**src/rtl/ddr2_traffic_gen.sv**
```systemverilog
// rtl/ddr2_traffic_gen.sv - write/read-back pattern tester driving the DDR2 controller client port
module ddr2_traffic_gen #(
    parameter int unsigned N_WORDS   = 256,
    parameter logic [25:0] BASE_ADDR = 26'h0,
    parameter int unsigned ADDR_STEP = 4,
    parameter logic [31:0] SEED      = 32'hA5A5_0000,
    parameter int unsigned TIMEOUT   = 4096
) (
    input  logic        clk,
    input  logic        rst_n,
    input  logic        start,
    output logic        busy,
    output logic        done,
    output logic        pass,
    output logic        timeout,
    output logic [15:0] err_count,
    output logic [25:0] first_err_addr,
    output logic [63:0] first_err_data,
    output logic [25:0] c_addr,
    output logic [63:0] c_data_in,
    input  logic [63:0] c_data_out,
    input  logic        c_rdy,
    input  logic        c_ack,
    output logic        c_rd_req,
    output logic        c_wr_req
);
    localparam logic [15:0] LAST_IDX = 16'(N_WORDS - 1);
    localparam logic [15:0] WDOG_INIT = 16'(TIMEOUT);

    typedef enum logic [2:0] {
        IDLE, W_WAIT, W_REQ, W_HOLD, R_WAIT, R_REQ, R_HOLD, DONE
    } state_t;

    state_t      state_q, state_d;
    logic [15:0] idx_q, idx_d;
    logic [15:0] wdog_q, wdog_d;
    logic [25:0] c_addr_q, c_addr_d;
    logic [63:0] c_data_in_q, c_data_in_d;
    logic        c_wr_req_q, c_wr_req_d;
    logic        c_rd_req_q, c_rd_req_d;
    logic [15:0] err_count_q, err_count_d;
    logic [25:0] first_err_addr_q, first_err_addr_d;
    logic [63:0] first_err_data_q, first_err_data_d;
    logic        done_q, done_d;
    logic        pass_q, pass_d;
    logic        timeout_q, timeout_d;
    logic        active;

    function automatic logic [63:0] pattern(input logic [15:0] idx);
        logic [31:0] x;
        x = {16'h0, idx} ^ SEED;
        return {x, ~x};
    endfunction

    function automatic logic [25:0] word_addr(input logic [15:0] idx);
        return BASE_ADDR + 26'(ADDR_STEP) * {10'h0, idx};
    endfunction

    assign active = (state_q != IDLE) && (state_q != DONE);

    always_comb begin
        state_d          = state_q;
        idx_d            = idx_q;
        wdog_d           = wdog_q;
        c_addr_d         = c_addr_q;
        c_data_in_d      = c_data_in_q;
        c_wr_req_d       = c_wr_req_q;
        c_rd_req_d       = c_rd_req_q;
        err_count_d      = err_count_q;
        first_err_addr_d = first_err_addr_q;
        first_err_data_d = first_err_data_q;
        done_d           = done_q;
        pass_d           = pass_q;
        timeout_d        = timeout_q;

        case (state_q)
            IDLE, DONE: begin
                if (start) begin
                    state_d          = W_WAIT;
                    idx_d            = 16'h0;
                    err_count_d      = 16'h0;
                    first_err_addr_d = 26'h0;
                    first_err_data_d = 64'h0;
                    pass_d           = 1'b0;
                    timeout_d        = 1'b0;
                    done_d           = 1'b0;
                end
            end
            W_WAIT: begin
                if (c_rdy) begin
                    c_addr_d    = word_addr(idx_q);
                    c_data_in_d = pattern(idx_q);
                    c_wr_req_d  = 1'b1;
                    state_d     = W_REQ;
                end
            end
            W_REQ: begin
                if (c_ack) begin
                    c_wr_req_d = 1'b0;
                    state_d    = W_HOLD;
                end
            end
            // c_data_in stays put here: the controller samples it several cycles after c_ack
            W_HOLD: begin
                if (c_rdy) begin
                    if (idx_q == LAST_IDX) begin
                        idx_d   = 16'h0;
                        state_d = R_WAIT;
                    end else begin
                        idx_d   = idx_q + 16'h1;
                        state_d = W_WAIT;
                    end
                end
            end
            R_WAIT: begin
                if (c_rdy) begin
                    c_addr_d   = word_addr(idx_q);
                    c_rd_req_d = 1'b1;
                    state_d    = R_REQ;
                end
            end
            R_REQ: begin
                if (c_ack) begin
                    if (c_data_out != pattern(idx_q)) begin
                        if (err_count_q != 16'hFFFF) err_count_d = err_count_q + 16'h1;
                        if (err_count_q == 16'h0) begin
                            first_err_addr_d = c_addr_q;
                            first_err_data_d = c_data_out;
                        end
                    end
                    c_rd_req_d = 1'b0;
                    state_d    = R_HOLD;
                end
            end
            R_HOLD: begin
                if (c_rdy) begin
                    if (idx_q == LAST_IDX) begin
                        state_d = DONE;
                        done_d  = 1'b1;
                        pass_d  = (err_count_q == 16'h0) && !timeout_q;
                    end else begin
                        idx_d   = idx_q + 16'h1;
                        state_d = R_WAIT;
                    end
                end
            end
            default: state_d = IDLE;
        endcase

        // Watchdog expiry only matters when the state is not already advancing
        if (active && (state_d == state_q) && (wdog_q <= 16'h1)) begin
            state_d    = DONE;
            c_wr_req_d = 1'b0;
            c_rd_req_d = 1'b0;
            timeout_d  = 1'b1;
            done_d     = 1'b1;
            pass_d     = 1'b0;
        end

        if (state_d != state_q) wdog_d = WDOG_INIT;
        else if (active)        wdog_d = wdog_q - 16'h1;
    end

    always_ff @(posedge clk or negedge rst_n) begin
        if (!rst_n) begin
            state_q          <= IDLE;
            idx_q            <= 16'h0;
            wdog_q           <= 16'h0;
            c_addr_q         <= 26'h0;
            c_data_in_q      <= 64'h0;
            c_wr_req_q       <= 1'b0;
            c_rd_req_q       <= 1'b0;
            err_count_q      <= 16'h0;
            first_err_addr_q <= 26'h0;
            first_err_data_q <= 64'h0;
            done_q           <= 1'b0;
            pass_q           <= 1'b0;
            timeout_q        <= 1'b0;
        end else begin
            state_q          <= state_d;
            idx_q            <= idx_d;
            wdog_q           <= wdog_d;
            c_addr_q         <= c_addr_d;
            c_data_in_q      <= c_data_in_d;
            c_wr_req_q       <= c_wr_req_d;
            c_rd_req_q       <= c_rd_req_d;
            err_count_q      <= err_count_d;
            first_err_addr_q <= first_err_addr_d;
            first_err_data_q <= first_err_data_d;
            done_q           <= done_d;
            pass_q           <= pass_d;
            timeout_q        <= timeout_d;
        end
    end

    assign busy           = active;
    assign done           = done_q;
    assign pass           = pass_q;
    assign timeout        = timeout_q;
    assign err_count      = err_count_q;
    assign first_err_addr = first_err_addr_q;
    assign first_err_data = first_err_data_q;
    assign c_addr         = c_addr_q;
    assign c_data_in      = c_data_in_q;
    assign c_wr_req       = c_wr_req_q;
    assign c_rd_req       = c_rd_req_q;
endmodule

```
**config.mk**
```make
export PLATFORM = sky130hd
export DESIGN_NAME = ddr2_traffic_gen
export DESIGN_NICKNAME = d
export VERILOG_FILES = /design/src/rtl/ddr2_traffic_gen.sv
export SDC_FILE = /design/constraint.sdc
export NUM_CORES = 1
export LEC_CHECK = 0
export CAP_MARGIN = 20
export CORE_UTILIZATION = 30
export CTS_CLUSTER_DIAMETER = 200
export DETAILED_ROUTE_END_ITERATION = 12
export GPL_TIMING_DRIVEN = 0
export PLACE_DENSITY_LB_ADDON = 0.12
export SLEW_MARGIN = 20
export SYNTH_ARGS = -nofsm -noshare
export SYNTH_HDL_FRONTEND = slang
export SYNTH_SLANG_ARGS = --single-unit
```
**constraint.sdc**
```tcl
create_clock -name clk -period 2.85 [get_ports clk]
set_input_delay 0.285 -clock clk [delete_from_list [all_inputs] [get_ports clk]]
set_output_delay 0.285 -clock clk [all_outputs]
set_load 0.1 [all_outputs]
```
# Word level (Yosys, flattened, before mapping)
# Cells that the tools add are included.
# totals
inputBits,69
register_bits,211
wordCells,123
output_inout_bits,202
# op_classes
n_eq_ne,28
reduce_logical,27
muxes,50
order_cmp,1
bitwise,1
add_sub_neg,3
# op_table
cell,count
$mux 64,4
$mux 16,10
$pmux 64 s2,1
$mux 26,4
$ne 64x64->1,1
$pmux 26 s2,1
$pmux 16 s3,1
$add 16x1->16 const B,2
$not 32->32,1
$pmux 16 s2,1
$mux 3,9
$ne 3x3->1 const B,8
$pmux 3 s7,1
$eq 16x8->1 const B,1
$le 16x1->1 const B,1
$logic_not 16->1,1
$ne 16x16->1 const B,1
$ne 2x2->1 const B,8
$sub 16x1->16 const B,1
$reduce_and 5->1,3
$reduce_bool 3->1,5
$mux 1,13
$eq 3x3->1 const B,4
$pmux 1 s2,4
other kinds (13),24

# Longest topological paths before layout
# Gate-level depths: netlist of run 1.
# depth
ltp_word,10
ltp_mapped,10
mapped_depth_nobuf,8

# Least setup slack after synthesis of run 1
# Ideal clock, no wire load.
# synth_timing
kind,register -> register
from,reg state_q[2]
to,reg pass_q (netlist: pass)
t_arrival_ps,3647
setup_slack_ps,-925
stages_incl_launch_ff,8
period_less_slack_ps,3775
required_time_ps,2722
n_path_buf,1
setup_ps,128
cell_sequence,dfrtp_1 buf_2 and3_1 nor2_1 nand4_1 a311oi_4 o22ai_1 mux2_1
# synth_via
word_cells_on_any_way,30
classes_between,eq/ne: 12; mux: 10; reduce/logical: 8
# synth_lines
element,line_no,text
from (decl),34,"state_t state_q, state_d;"
from (signal assigned),180,state_q <= state_d;
$ne 3x3->1 / $reduce_bool 3->1 (equally long branches),59,assign active = (state_q != IDLE) && (state_q != DONE);
$logic_and 1x1->1 (*),59,
named net busy,12,"output logic busy,"
$logic_and 1x1->1 (*) (2 in series),151,if (active && (state_d == state_q) && (wdog_q <= 16'h1)) begin
$ne 3x3->1 (no source line) / $reduce_bool 3->1 (equally long branches),-,
$reduce_and 4->1 (no source line),-,
to (signal assigned),191,pass_q <= pass_d;
to (decl),45,"logic pass_q, pass_d;"
# Mark *: on every way through the listed nets, which the timed path passes. The rest lies on a longest branch.
# A chain may end at the register's enable or synchronous reset.

# Worst setup path in the final report of run 1
# layout_timing
from,reg state_q[0]
to,reg pass_q (netlist: pass)
# layout_via
elab_chain_len,8
word_cells_on_any_way,30
classes_between,eq/ne: 12; mux: 10; reduce/logical: 8
# layout_lines
element,line_no,text
$eq 3x3->1 / $logic_not 3->1 (equally long branches),76,case (state_q)
$reduce_or 2->1,76,
$pmux 3 s7,76,
$eq 3x3->1,151,
$logic_and 1x1->1 (2 in series),151,
$ne 3x3->1 (no source line) / $reduce_bool 3->1 (equally long branches),-,
$reduce_and 4->1 (no source line),-,
# Parallel ways exist; a longest one is shown, timed or not.

==> metrics, run 1 <==
CP Max Fanout=10; MaxCap Viol Count=0; Core Rows=63; Synth top area share=between 50% and 60%; Hold Crit Class=in -> async; GP Congestion=0.821; vias in the first global route=7,775; setup_tns=0 ps; H-tree depth reported by CTS=4; CP bufs+invs=2; Synth cell types=66; Max stage delay on crit path=430 ps; initial antenna violation count=1; CTS tree=yes; mapped cell area=between 9000 and 10,000 sq um; CP max stage cell=dfrtp_1; DRC Markers=0; Tot Pwr=10.2 mW; DP HPWL=around 22 mm; Pins Over Slew Limit=0; Iteration-0 DRC Markers=474; Starting Density=a little under a third; Max Freq=365 MHz; I/O Pins=271; first-pass GRT wire length=47.4 mm; worst clock skew=19.4 ps; area leader, netlist=dfrtp_1; worst vdd ir=0.426 mV; async set-reset flop share out of synthesis=100%; Post-synth top flop=dfrtp_1; crit path capture type=flop; number of synthesized flops with an enable pin=0; min cycle time layout=2740 ps; Top delay family on crit path=simple AND/OR/NAND/NOR gates; largest net degree at the start of global routing=94; crit start category=flop; most common cell after layout, fill and taps aside=clkdlybuf4s50_1; Slew Limit Headroom=27.4%; crit path DAT=3050 ps; fin util=a little over two fifths; Area Overhead vs Synth=41.1%; chip height=~180 um; pre-CTS setup slack=-693 ps; root buffer cell=clkbuf_16; Req. time, crit path=3170 ps; die area=about 31,000 sq um; Power Dens Cells=788 nW/um^2; GRT overflow=0; Total Routing Usage GR=20.1%; worst slew pin tran=1090 ps; post-route worst setup slack=112 ps; number of setup violations in the final report=0; Leak Pwr=about 5.6 nW; worst skew pair latency=440 ps; crit-path cells=clkbuf_2 -> nor2b_1 -> nand2_2 -> nor4b_1 -> nand4_1 -> a311oi_4 -> buf_4 -> nor4_1 -> mux2_1; post-route non-filler standard cell count=approximately 1,700; DP Cell Count=1,621; fin crit share=a little over nine tenths; met1 Track Usage GR=27.7%; Initial DRT Pass Iterations=6; share of cells above drive strength 1=14.7%; die width=177 um; Synth area leaders=dfrtp_1 (50%), nand2_1 (5.6%), nand3_1 (5.1%); sequential share of the synthesized area=50.4%; CTS clk-pin slew, worst paths=around 80 ps; Final nets=between 1,000 and 1,500; Synth Register Bits=185; grt peak-use layer=met2; Avg Inst Size Synth=9.54 sq um; met2 Use GR=32.1%; commonest non-fill, non-tap cells in the layout=clkdlybuf4s50_1 (230), dfrtp_1 (181), nand2_1 (136); Crit Path Category=reg -> reg; warnings from Yosys=0; cell count after synthesis=962; CTS max path bufs=2; antenna viol nets, final=0; status=complete, no violations; DR WL/cell=18.7 um; drt via density=4.81; TritonCTS Buffers=17; core area=29,900 sq um; via total after detailed routing=7,986; # fillers=2,942; Post-Route WL=roughly 31 mm; GR Layer Usage met3=3.52%; PortBufs=232; Sink Count=approximately 190; Final Hold Fails=0
## path summary, 6_finish.rpt
kind | cells past startpoint | end | slack (ps) | from
worst max-delay path | 9 | pass | 110 | state_q[0]
worst min-delay path | 2 | err_count[7] | 230 | rst_n
worst max register to register | 9 | pass | 110 | state_q[0]
worst min register to register | 2 | c_data_in[2] | 480 | c_data_in[2]
max in group asynchronous | 3 | c_addr[3] | 1920 | rst_n
min in group clk | 3 | first_err_data[21] | 420 | c_data_out[21]
## cell usage after synthesis (2+ instances only)
cell type  count
nand3b_1       7
or4_1          4
nor4b_1        6
mux2i_1        3
buf_4         52
a211oi_1       4
xnor2_1       29
and3_1         9
nand4b_1       3
nor3_1        10
a31oi_1        2
or3b_2         5
o21ai_1       82
or2_2          2
and3b_1        2
xor2_1        19
nor4_1        16
and2_1         2
nor2b_1        8
nand4_1       10
buf_1          9
clkbuf_1      40
buf_6         11
or3_1          4
nor2_1        57
a21oi_1       15
nand3_1       94
nand2_1      137
ha_1           5
and4_1         2
mux2_2        28
nand2b_1       7
nor3_2         2
o21ai_0       30
nor4bb_1       3
o22ai_1        4
buf_2          8
nor3b_1        6
a211o_1        3
inv_1         11
dfrtp_1      185
a22oi_1        2
## state kept, by name, indices dropped and copies added, names as in the netlist
signal / count
idx_q: 16
wdog_q: 16
first_err_data: 64
err_count: 16
state_q: 3
timeout: 1
first_err_addr: 16
pass: 1
c_data_in: 33
c_rd_req: 1
c_wr_req: 1
c_addr: 16
done: 1
## layer usage
metal	wire length [um]	part of all wire [%]	vias to the layer above
met3	1540	5.0	25
met4	473	1.5	0
li1	-	-	3828
met2	14800	48	245
met1	14200	46	3888
met5	0	0	-
## cells by family (layout without fill, tap and decap cells)
group	after synthesis	count (layout)	synth area share (%)
simple gates	405	405	22.1
flops	185	185	50.4
compound gates	155	155	9.76
buf+inv	131	402	8.49
xor+xnor	48	48	4.58
mux	32	32	3.88
fa+ha+maj	5	5	0.682
other cells	1	37	0.0409
## power breakdown
part | internal (mW) | switching [mW] | total [mW]
clock | 1.17 | 1.15 | 2.32
combinational | 1.27 | 3.38 | 4.65
sequential | 2.94 | 0.287 | 3.23
## layout make-up
| class | instances | area (sq um) | share of cell area [%] |
|---|---|---|---|
| Tap cell | 390 | 488 | 3.77 |
| Antenna cell | 1 | 2.50 | 0.0193 |
| Multi-Input combinational cell | 681 | 3970 | 30.7 |
| Timing Repair Buffer | 249 | 2530 | 19.5 |
| Clock inverter | 13 | 109 | 0.840 |
| Sequential cell | 185 | 4630 | 35.8 |
| Clock buffer | 19 | 443 | 3.42 |
| Inverter | 11 | 41.3 | 0.319 |
| Buffer | 110 | 729 | 5.63 |
## through the flow
step	cell area [sq um]	hold WS [ps]
global route	13000	218
floorplan	9320	-10.6
finish	13000	231
global placement	12100	469
CTS	12900	207
detailed placement	12200	94.9
## worst reg2reg max path: cells and delay by family, from the launching register on
| kind | cells | cell delay, ps |
|---|---|---|
| simple gates | 5 | 1080 |
| flops | 1 | 430 |
| mux | 1 | 280 |
| buf+inv | 2 | 420 |
| compound gates | 1 | 420 |
## repair_timing
action	CTS	global route
gates resized for setup	15	27
gates cloned	1	0
endpoints found under the setup margin	127	100
setup buffers	5	8
pin swaps	5	2
hold buffers	1	0
endpoints found under the hold margin	185	0
No activity file was read; power rests on OpenSTA's default activity.
==> run 2: changes to the inputs <==
Settings changed: CORE_MARGIN from default to 2.
==> metrics, run 2 (synthesis gave the netlist of run 1 again) <==
status=complete, no violations; total stage count of the critical path=10; CP bufs+invs=3; antenna viol nets, final=0; DR WL/cell=18.6 um; Multi-input gate area=4000 sq um; register area=4640 sq um; Pins Over Slew Limit=0; Post-Route WL=30.9 mm; RSZ-0062 raised after global routing=yes; Req. time, crit path=3130 ps; Initial DRT Pass Iterations=5; drt via density=4.79; TritonCTS Buffers=17; Core Rows=64; dpl cell area=12,200 sq um; Design Area, Final=about 13,000 sq um; end point of the critical path=first_err_data[1]; CP Max Fanout=10; min cycle time layout=2770 ps; Iteration-0 DRC Markers=553; H-tree depth reported by CTS=4; fin util=42.7%; vias in the first global route=roughly 7,600; worst reg2reg path endpoint=first_err_data[1]; crit-path cells=buf_6 -> or3b_1 -> a211o_1 -> or4_4 -> o32ai_4 -> nor2_4 -> buf_12 -> buf_8 -> nand3_1 -> o21ai_1; core area=30,300 sq um; GP Congestion=about 0.82; first-pass GRT wire length=46.2 mm; CP max stage cell=or4_4; Max stage delay on crit path=about 450 ps; initial antenna violation count=1; number of setup violations in the final report=0; Power Dens Cells=783 nW/um^2; Crit Path Category=reg -> reg; DP HPWL=roughly 22 mm; Tot Pwr=10.2 mW; commonest non-fill, non-tap cells in the layout=clkdlybuf4s50_1 (230), dfrtp_1 (180), nand2_1 (136); Slew Limit Headroom=27.7%; die width=between 150 and 200 um; share of cells above drive strength 1=14.5%; DRC Markers=0; CTS clk-pin slew, worst paths=80 ps; worst vdd ir=0.458 mV; worst clock skew=about 17 ps; Starting Density=between 30% and 40%; Max Freq=360 MHz; MaxCap Viol Count=0; fin crit share=97.3%; Worst Reg-to-Reg Cells=10; Top delay family on crit path=simple AND/OR/NAND/NOR gates; root buffer cell=clkbuf_16; worst slew pin tran=1080 ps; post-route non-filler standard cell count=1,664; GRT overflow=0; Final Hold Fails=0; most common cell after layout, fill and taps aside=clkdlybuf4s50_1; Area Overhead vs Synth=41.3%; Final nets=~1,300; max FFs per register=64; crit path capture type=flop; via total after detailed routing=7,968; CTS tree=yes; Leak Pwr=between 5 and 6 nW; RR Startpoint=idx_q[7]; crit start category=flop; Sink Count=185; die area=32,000 sq um; worst reg2reg setup slack=around 76 ps; worst skew pair latency=430 ps; DP Cell Count=~1,600; Total Routing Usage GR=19.2%; Hold Crit Class=in -> async; crit path DAT=3060 ps; I/O Pins=271; # fillers=~3,000; largest net degree at the start of global routing=93; chip height=179 um; CTS max path bufs=2; PortBufs=232; Critical Path Source=idx_q[7]
==> run 2: changes by cell type in the layout (fill, tap and decap cells not counted), moves of 2 or more <==
cell	delta
buf_8	+4
clkbuf_2	-2
nand3_1	-3
buf_2	-2
clkinvlp_4	-2
clkinv_8	+2
clkbuf_1	+6
clkinv_4	+2
buf_6	-5
nand3_2	+3
==> run 2: worst register-to-register path, delay by kind of cell, from the launching register on <==
family | cells | cell delay, ps
AND/OR/NAND/NOR | 4 | 1070
AO/OA/AOI/OAI | 3 | 700
buffers and inverters | 3 | 480
flip-flops | 1 | 380
==> run 2: worst min-delay path by stage <==
stage	endpoint	slack (ps)
2_1_floorplan	c_addr[10]	-10
6_report	err_count[7]	260
5_1_grt	err_count[7]	260
3_5_place_dp	err_count[7]	130
4_1_cts	err_count[7]	250
3_3_place_gp	c_data_in[4]	460
==> run 2: cell type report <==
cell class                      instances  share of cell area [%]
Antenna cell                            1                  0.0193
Buffer                                112                    5.73
Clock buffer                           18                    3.31
Clock inverter                         14                    1.04
Inverter                               11                   0.318
Multi-Input combinational cell        681                    30.8
Sequential cell                       185                    35.7
Tap cell                              396                    3.82
Timing Repair Buffer                  246                    19.2
==> run 2: metal layers <==
metal	vias up	routed length, um	track usage [%]
met5	-	0	0
met3	21	1670	3.60
met1	3902	14200	26.2
met2	221	14700	31.4
met4	0	470	4.81
li1	3824	-	-
==> run 2: where the power goes <==
group	internal [mW]	leakage [nW]	switching [mW]	total (mW)
sequential	2.94	2.50	0.307	3.25
clock	1.16	0.279	1.17	2.33
combinational	1.22	2.76	3.35	4.58
==> run 2: what timing repair did <==
action	4_1_cts	5_1_grt
setup buffers	6	4
pin swaps	5	0
hold endpoints to repair	26	0
endpoints found under the setup margin	130	100
hold buffers	1	0
gates cloned	0	1
gates resized for setup	12	29
==> run 2: through the flow <==
| step | TNS (ps) | hold slack [ps] | setup slack (ps) |
|---|---|---|---|
| finish | 0 | 260 | 75.6 |
| global placement | -1330280 | 465 | -6860 |
| global route | -230 | 257 | -62.3 |
| floorplan | 0 | -10.6 | 121 |
| CTS | 0 | 249 | 8.26 |
| detailed placement | -62840 | 127 | -636 |
==> run 3: changes to the inputs <==
Settings changed: HOLD_SLACK_MARGIN from default to 0.02.
==> results of run 3 <==
Final layout, timing and power as in run 2 (identical DEF).
